$ cat config.mk
export PLATFORM = sky130hd
export DESIGN_NAME = brick_collision_x
export DESIGN_NICKNAME = d
export VERILOG_FILES = /design/src/rtl/arkanoid_pkg.sv /design/src/rtl/brick_contact.sv /design/src/rtl/brick_collision_x.sv
export SDC_FILE = /design/constraint.sdc
export NUM_CORES = 1
export LEC_CHECK = 0
export ABC_AREA = 1
export CAP_MARGIN = 0
export CORE_MARGIN = 3
export CORE_UTILIZATION = 50
export DETAILED_ROUTE_END_ITERATION = 16
export PLACE_DENSITY = 0.86
export SLEW_MARGIN = 20
export SYNTH_ARGS = -nofsm -noshare
export SYNTH_HDL_FRONTEND = slang
export SYNTH_SLANG_ARGS = --single-unit
$ cat constraint.sdc
create_clock -name pclk -period 6.28 [get_ports pclk]
set_clock_uncertainty 0.2 [all_clocks]
set_input_delay 1.256 -clock pclk [delete_from_list [all_inputs] [get_ports pclk]]
set_output_delay 1.256 -clock pclk [all_outputs]
set_load 0.1 [all_outputs]
$ cat src/rtl/arkanoid_pkg.sv
// Shared Arkanoid geometry constants and the brick-scan FSM encoding.
// The ball mover and renderer import the same constants.
package arkanoid_pkg;

  localparam int NUM_BRICKS = 16;
  localparam int BRICK_W    = 64;
  localparam int BRICK_H    = 20;
  localparam int ROW_Y      = 100;
  localparam int BALL_R     = 10;
  localparam int SCREEN_W   = 1024;

  typedef enum logic [1:0] {
    ST_IDLE,
    ST_SCAN,
    ST_HOLD
  } scan_state_t;

  function automatic logic [4:0] popcount16(input logic [15:0] v);
    logic [4:0] n;
    n = '0;
    for (int i = 0; i < 16; i++) n = n + 5'(v[i]);
    return n;
  endfunction

endpackage

$ cat src/rtl/brick_contact.sv
// Combinational contact test of the ball's left/right edge against one brick.
// Arithmetic is 13-bit unsigned so x+R and face positions never wrap.
module brick_contact
  import arkanoid_pkg::*;
#(
  parameter int BRICK_W = arkanoid_pkg::BRICK_W,
  parameter int ROW_Y   = arkanoid_pkg::ROW_Y,
  parameter int BRICK_H = arkanoid_pkg::BRICK_H,
  parameter int BALL_R  = arkanoid_pkg::BALL_R
) (
  input  logic [11:0] x_pos,
  input  logic [11:0] y_pos,
  input  logic [3:0]  idx,
  input  logic        alive,
  output logic        hit
);

  logic [12:0] x13, y13, face_left, face_right;
  logic        in_row, on_left, on_right;

  assign x13        = {1'b0, x_pos};
  assign y13        = {1'b0, y_pos};
  assign face_left  = 13'(idx) * 13'(BRICK_W);
  assign face_right = face_left + 13'(BRICK_W - 1);

  assign in_row   = (y13 + 13'(BALL_R) >= 13'(ROW_Y)) &&
                    (y13 <= 13'(ROW_Y + BRICK_H - 1 + BALL_R));
  assign on_left  = (x13 + 13'(BALL_R) == face_left);
  // Guard keeps x-R from underflowing near the left screen edge.
  assign on_right = (x13 >= 13'(BALL_R)) && (x13 - 13'(BALL_R) == face_right);

  assign hit = alive && in_row && (on_left || on_right);

endmodule

$ cat src/rtl/brick_collision_x.sv
// Brick-row horizontal collision detector: rescans all 16 bricks on every
// ball X change, holds the one-hot hit report and retires hit bricks.
module brick_collision_x
  import arkanoid_pkg::*;
#(
  parameter int BRICK_W = arkanoid_pkg::BRICK_W,
  parameter int ROW_Y   = arkanoid_pkg::ROW_Y,
  parameter int BRICK_H = arkanoid_pkg::BRICK_H,
  parameter int BALL_R  = arkanoid_pkg::BALL_R
) (
  input  logic        pclk,
  input  logic        reset,
  input  logic        restart,
  input  logic [11:0] x_pos,
  input  logic [11:0] y_pos,
  output logic [15:0] collision_det,
  output logic [15:0] bricks_alive,
  output logic [4:0]  hit_count,
  output logic        all_cleared
);

  scan_state_t state, next_state;
  logic [11:0] x_prev;
  logic [3:0]  idx;
  logic [15:0] hits, hits_next;
  logic        moved, last, hit, commit;
  logic [5:0]  count_sum;

  assign moved = (x_pos != x_prev);
  assign last  = (idx == 4'd15);

  brick_contact #(
    .BRICK_W(BRICK_W),
    .ROW_Y  (ROW_Y),
    .BRICK_H(BRICK_H),
    .BALL_R (BALL_R)
  ) u_contact (
    .x_pos(x_pos),
    .y_pos(y_pos),
    .idx  (idx),
    .alive(bricks_alive[idx]),
    .hit  (hit)
  );

  // NOTE: sequential state uses non-blocking (<=) so every register samples pre-edge values.
  always_ff @(posedge pclk) begin
    if (reset) state <= ST_IDLE;
    else       state <= next_state;
  end

  // NOTE: default assignment first so no path leaves next_state unassigned (no latch).
  always_comb begin
    next_state = state;
    if (restart || moved) next_state = ST_SCAN;
    else if (state == ST_SCAN && last) next_state = ST_HOLD;
  end

  always_comb begin
    hits_next = hits | (16'(hit) << idx);
    commit    = (state == ST_SCAN) && last && !moved && !restart;
    count_sum = 6'(hit_count) + 6'(popcount16(hits_next));
  end

  always_ff @(posedge pclk) begin
    if (reset) begin
      x_prev        <= 12'hFFF;
      idx           <= '0;
      hits          <= '0;
      collision_det <= '0;
      bricks_alive  <= 16'hFFFF;
      hit_count     <= '0;
      all_cleared   <= 1'b0;
    end else begin
      x_prev      <= x_pos;
      all_cleared <= (bricks_alive == '0);
      if (restart) begin
        bricks_alive  <= 16'hFFFF;
        hit_count     <= '0;
        collision_det <= '0;
        idx           <= '0;
        hits          <= '0;
      end else if (moved) begin
        // A move mid-scan discards the partial result and starts over.
        idx           <= '0;
        hits          <= '0;
        collision_det <= '0;
      end else if (state == ST_SCAN) begin
        hits <= hits_next;
        idx  <= idx + 4'd1;
        if (commit) begin
          collision_det <= hits_next;
          bricks_alive  <= bricks_alive & ~hits_next;
          hit_count     <= (count_sum > 6'd16) ? 5'd16 : count_sum[4:0];
        end
      end
    end
  end

endmodule

; Word-level counts from Yosys, hierarchy flattened
; Cells that the tools add are included.
[totals]
ff_bits = 72
out_inout_bits = 38
[classes]
addsub = 21
n_lt_le_gt_ge = 5
eq_ne = 5
shifts = 1
mux = 5
n_bitwise = 4
reduce_logical = 18
[op_table]
columns = operator, n
row1 = $add 5x1->5, 11
row2 = $add 12x4->13 const B, 2
row3 = $and 16x16->16, 1
row4 = $logic_not 16->1, 1
row5 = $not 16->16, 1
row6 = $or 16x16->16, 1
row7 = $shl 1x4->16, 1
row8 = $eq 13x10->1, 1
row9 = $eq 13x13->1, 1
row10 = $ge 13x7->1 const B, 1
row11 = $sub 12x4->13 const B, 1
row12 = $ge 12x4->1 const B, 1
row13 = $le 12x8->1 const B, 1
row14 = $ne 12x12->1, 1
row15 = $add 10x6->11 const B, 1
row16 = $logic_and 1x1->1, 7
row17 = $add 5x5->6, 1
row18 = $gt 6x5->1 const B, 1
row19 = $add 4x1->5, 1
row20 = $lt 4x5->1 const B, 1
row21 = $mux 5, 1
row22 = $add 3x1->4, 1
row23 = $add 4x1->4 const B, 1
row24 = $bmux 1 s4, 1
row25 = 13 further kinds, 18

; Logic depth before layout (Yosys ltp)
[depth]
ltp_word = 25
ltp_mapped = 33

; Modules after synthesis
; A second synthesis with hierarchy kept.
[hier_totals]
hier_cells = 693
hier_area_um2 = 4648.2
[modules_own_cells]
columns = mod, instances, cells_each, area_each_um2, seq_area_each_um2
row1 = brick_collision_x, 1, 502, 3771.1, 1441.4
row2 = brick_contact, 1, 191, 877.1, 0.0

; Least setup slack after synthesis
; No wires, ideal clock.
[synth_path]
kind = input-to-reg
start = in x_pos[1]
end = reg hit_count[1]
setup_time_ps = 71
arrival_ps = 6445
required_time_ps = 6009
slack_ps = -437
stages = 27
cell_sequence = inv_1 -> ha_1 -> inv_1 -> nand3_1 -> nor2_1 -> nand2_1 -> nor2_1 -> nand3_1 -> nor2_1 -> nand3_1 -> nand2_4 -> nand4_4 -> o21bai_2 -> inv_1 -> fa_1 -> fa_1 -> fa_1 -> fa_1 -> inv_1 -> fa_1 -> fa_1 -> a21oi_1 -> o21ai_0 -> xor2_1 -> a221oi_1 -> nand2_1 -> a21oi_1
[synth_between]
elab_chain_cells = 25
[synth_lines]
columns = element, line
row1 = "start, declared", brick_collision_x.sv:14  ; input logic [11:0] x_pos,
row2 = $sub 12x4->13, brick_contact.sv:30  ; assign on_right = (x13 >= 13'(BALL_R)) && (x13 - 13'(BALL_R) == face_right);
row3 = $eq 13x13->1, brick_contact.sv:30
row4 = $logic_and 1x1->1, brick_contact.sv:30
row5 = $logic_or 1x1->1, brick_contact.sv:32  ; assign hit = alive && in_row && (on_left || on_right);
row6 = $logic_and 1x1->1, brick_contact.sv:32
row7 = $shl 1x4->16, brick_collision_x.sv:59  ; hits_next = hits | (16'(hit) << idx);
row8 = $or 16x16->16, brick_collision_x.sv:59
row9 = $add 1x1->2, arkanoid_pkg.sv:21  ; for (int i = 0; i < 16; i++) n = n + 5'(v[i]);
row10 = $add 2x1->3, arkanoid_pkg.sv:21
row11 = $add 3x1->4, arkanoid_pkg.sv:21
row12 = $add 4x1->5, arkanoid_pkg.sv:21
row13 = $add 5x1->5 (11 in series), arkanoid_pkg.sv:21
row14 = $add 5x5->6, brick_collision_x.sv:61  ; count_sum = 6'(hit_count) + 6'(popcount16(hits_next));
row15 = $gt 6x5->1, brick_collision_x.sv:93  ; hit_count <= (count_sum > 6'd16) ? 5'd16 : count_sum[4:0];
row16 = $mux 5, brick_collision_x.sv:93
row17 = "end signal, assigned", brick_collision_x.sv:93
row18 = "end, declared", brick_collision_x.sv:18  ; output logic [4:0] hit_count,
; Several ways; a longest one is shown, not always the timed one.
; A chain may end at the register's enable or synchronous reset.

; Worst setup path after layout
[layout_path]
start = in y_pos[2]
end = reg hit_count[0]
[layout_lines]
columns = element, line
row1 = "start, declared", brick_collision_x.sv:15  ; input logic [11:0] y_pos,
row2 = $add 12x4->13, brick_contact.sv:26  ; assign in_row = (y13 + 13'(BALL_R) >= 13'(ROW_Y)) &&
row3 = $ge 13x7->1, brick_contact.sv:26
row4 = $logic_and 1x1->1 (*), brick_contact.sv:26
row5 = $logic_and 1x1->1 (*) (2 in series), brick_contact.sv:32
row6 = $shl 1x4->16 (*), brick_collision_x.sv:59
row7 = $or 16x16->16 (*), brick_collision_x.sv:59
row8 = net hits_next[12], brick_collision_x.sv:25  ; logic [15:0] hits, hits_next;
row9 = $add 5x1->5 (*) (4 in series), arkanoid_pkg.sv:21
row10 = $add 5x5->6 (*), brick_collision_x.sv:61
row11 = $gt 6x5->1, brick_collision_x.sv:93
row12 = $mux 5 (*), brick_collision_x.sv:93
; Mark *: on every way through the listed nets, which the timed path passes. The rest lies on a longest branch.

==> impl_metrics.ini <==
[run_status]
status = complete, but fails checks
violations = negative setup slack

[yosys]
synthMuxAreaShare_pct = 0
seq_area_frac_synth_pct = 32.2
synth-simple-area-share_pct = 35.9
synth_top_flop_cell = dfxtp_1
synth_top_family_by_area = simple AND/OR/NAND/NOR gates
synth-xor-area-share_pct = 2.94
synthTopCellsByCount = nand2_1 (185), dfxtp_1 (72), nor2_1 (72)
netlist.area_leader.share_pct = 32.2
synth.avg_cell_area_um2 = 7.20
synth_adder_area_share_pct = 8.72
async_reset_ff_share_pct = 0
syn_inst = 621
synth_area_um2 = 4470
synth.area.top_cells = dfxtp_1 (32%), nand2_1 (16%), nor2_1 (6.0%)
synth_largest_area_cell = dfxtp_1
synth.most_common_cell = nand2_1
yosys_register_bits = 72
synthesis.nets = 672
synth_edf_count = 0
synth_compound_gate_area_share_pct = 11.8
ys_types = 42
ys_warn_count = 0

[critical_path]
cp_slowest_cell = fa_1
crit_path_max_incr_delay_ns = 0.56
crit_type = in -> reg
crit_family = adder cells
crit_top_cell = fa_1
worstSetupEndpointType = register
required_ns = 6.37
worst_ep_arrival_time_ns = 6.85
path_buf_inv = 6
crit_path_start_kind = input pin
path_max_fanout = 4

[placement]
dpl.hpwl_um = 9350
post_dp_cell_area_um2 = 5700
port_buffers = 63
dp.cells = 833
place_congestion = 0.893

[timing]
finalMaxSlewViolations = 0
rsz0062_at_grt = yes
setup_viol = 5
relSlewSlack_pct = 32.8
holdWs_ns = 0.272
min_period_ns = 6.76
worst_pin_slew_ns = 1.01
setup_tns_ns = -2.28
fin_ws_ns = -0.482
fmax_ghz = 0.148
hold_viol = 0
period_share_pct = 108

[die]
start_util_pct = 52.9
coreArea_um2 = 8460
die-area_um2 = 10100
die_y_um = 101
rows = 33
ioPinCount = 65
die_x_um = 101

[grt]
grt_pass1_wl_um = 21300
grt_overflow = 0
antenna_found_initial = 0
grt_pass1_vias = 4786
grt_util_all_layers_pct = 26.0
grt_max_degree = 26

[cells_and_area]
syn_to_final_growth_pct = 35.9
fin_cells = 859
stdcell_area_um2 = 6080
nFillCells = 591
final_util_pct = 71.8
nets = 801
drive_gt1_share_pct = 27.5
diodes = 0

[clock_network]
htreeDepth = 3
holdBufCountCts = 0
cts-root-buf = clkbuf_8
clkSlewWorstSetupHoldPaths_ns = 0.07
cts_tree = done
clock-sinks = 72
insertion_delay_ns = 0.35
cts_made_buffers = 9
cts_buffer_depth = 2

[drt]
route.detailed.drc = 0
drt_iter0_drc = 279
wl_um = 12700
antenna_left = 0
avgViaCountPerCell = 5.34
wl_per_cell_um = 14.8
drt_pass1_iterations = 9
vias = 4585

[power]
power_density_nw_per_um2 = 153
ir_worst_vdd_mv = 0.100
cellLeakagePower_nw = 2.78

[min_path]
hp-class = reg -> reg

[job]
maxCapViolations = 0
==> routing by layer <==
layer / wire length [um] / GRT usage (%) / vias up
met4: 396 / 10.6 / 0
met3: 546 / 4.84 / 43
met2: 6870 / 48.7 / 177
li1: - / - / 2212
met1: 4900 / 28.4 / 2153
met5: 0 / 0 / -
==> cells by family (layout without fill, tap and decap cells) <==
family                     Yosys count  count (layout)
and+or+nand+nor                    346             346
buffers and inverters               92             225
AOI/OAI and AO/OA                   72              72
DFF                                 72              72
adders and majority gates           24              24
xor gates and xnor gates            15              15
==> where the power goes <==
part / internal, mW / total (mW) / switching, mW
Clock: 0.181 / 0.355 / 0.174
Combinational: 0.0500 / 0.111 / 0.0615
Sequential: 0.461 / 0.462 / 0.00184
==> worst paths after layout <==
| kind | from | to | slack (ns) | cells past startpoint |
|---|---|---|---|---|
| worst max-delay path | y_pos[2] | hit_count[0] | -0.48 | 29 |
| worst min-delay path | collision_det[0] | collision_det[0] | 0.27 | 2 |
| worst max register to register | idx[0] | hit_count[0] | 0.07 | 27 |
| worst min register to register | collision_det[0] | collision_det[0] | 0.27 | 2 |
==> what timing repair did <==
item,CTS,global route
buffers inserted,7,4
gates resized for setup,53,22
pin swaps,36,24
setup endpoints to repair,5,5
cloned,0,0
==> registers in the layout (all words and copies together) (netlist names) <==
name           count
collision_det     16
x_prev            12
idx                4
all_cleared        1
state              2
bricks_alive      16
hits              16
hit_count          5
==> worst reg2reg max path, stage by stage, from the launching register on <==
cell,delay (ns)
dfxtp_1,0.66
inv_2,0.27
nand2_1,0.15
nand3_1,0.09
nand2_1,0.11
nand2_1,0.06
nand2_1,0.07
nor2_1,0.04
nand2_1,0.10
nor2_4,0.07
nand4_4,0.10
buf_12,0.14
o21bai_4,0.06
fa_1,0.56
inv_2,0.04
fa_1,0.56
fa_1,0.46
fa_1,0.51
inv_2,0.05
fa_2,0.36
fa_2,0.39
a21oi_2,0.18
o21ai_2,0.09
xor2_1,0.17
a221oi_2,0.29
buf_4,0.20
nand2_2,0.06
a21oi_2,0.11
==> per-stage QoR <==
step | setup WS (ns) | total power, mW
6_report | -0.482 | 0.929
3_5_place_dp | -1.26 | 0.581
3_3_place_gp | -1.01 | 0.576
5_1_grt | -0.668 | 0.968
4_1_cts | -0.504 | 0.932
2_1_floorplan | -0.0607 | 0.527
==> cell usage in the layout, fill, tap and decap left out, types with 5 or more instances in the layout <==
master	synthesis	final
nand3_2	2	5
nor3b_2	8	8
nand2_1	185	179
dfxtp_1	72	72
nand3_1	38	35
o21bai_2	11	6
o21bai_4	2	7
nor2_2	3	16
fa_1	12	10
clkdlybuf4s50_1	0	43
nand4_1	5	5
nor2_1	72	58
ha_1	12	9
dlygate4sd2_1	0	11
clkbuf_8	0	9
inv_2	6	13
o21ai_0	22	18
a21oi_1	15	10
nand2_2	12	17
a21oi_2	15	20
inv_1	68	59
buf_4	4	70
xnor2_1	5	5
xor2_1	10	9
==> cell type report <==
class / count / area (um2) / share of cell area [%]
repair buffers: 135 / 1180 / 19.5
flip-flops and latches: 72 / 1440 / 23.7
clock buffers: 10 / 128 / 2.10
clock inverters: 5 / 58.8 / 0.967
inverters: 75 / 299 / 4.92
multi-input cells: 457 / 2840 / 46.7
well taps: 105 / 131 / 2.16
Note: power is estimated with default switching activity, not from simulation.
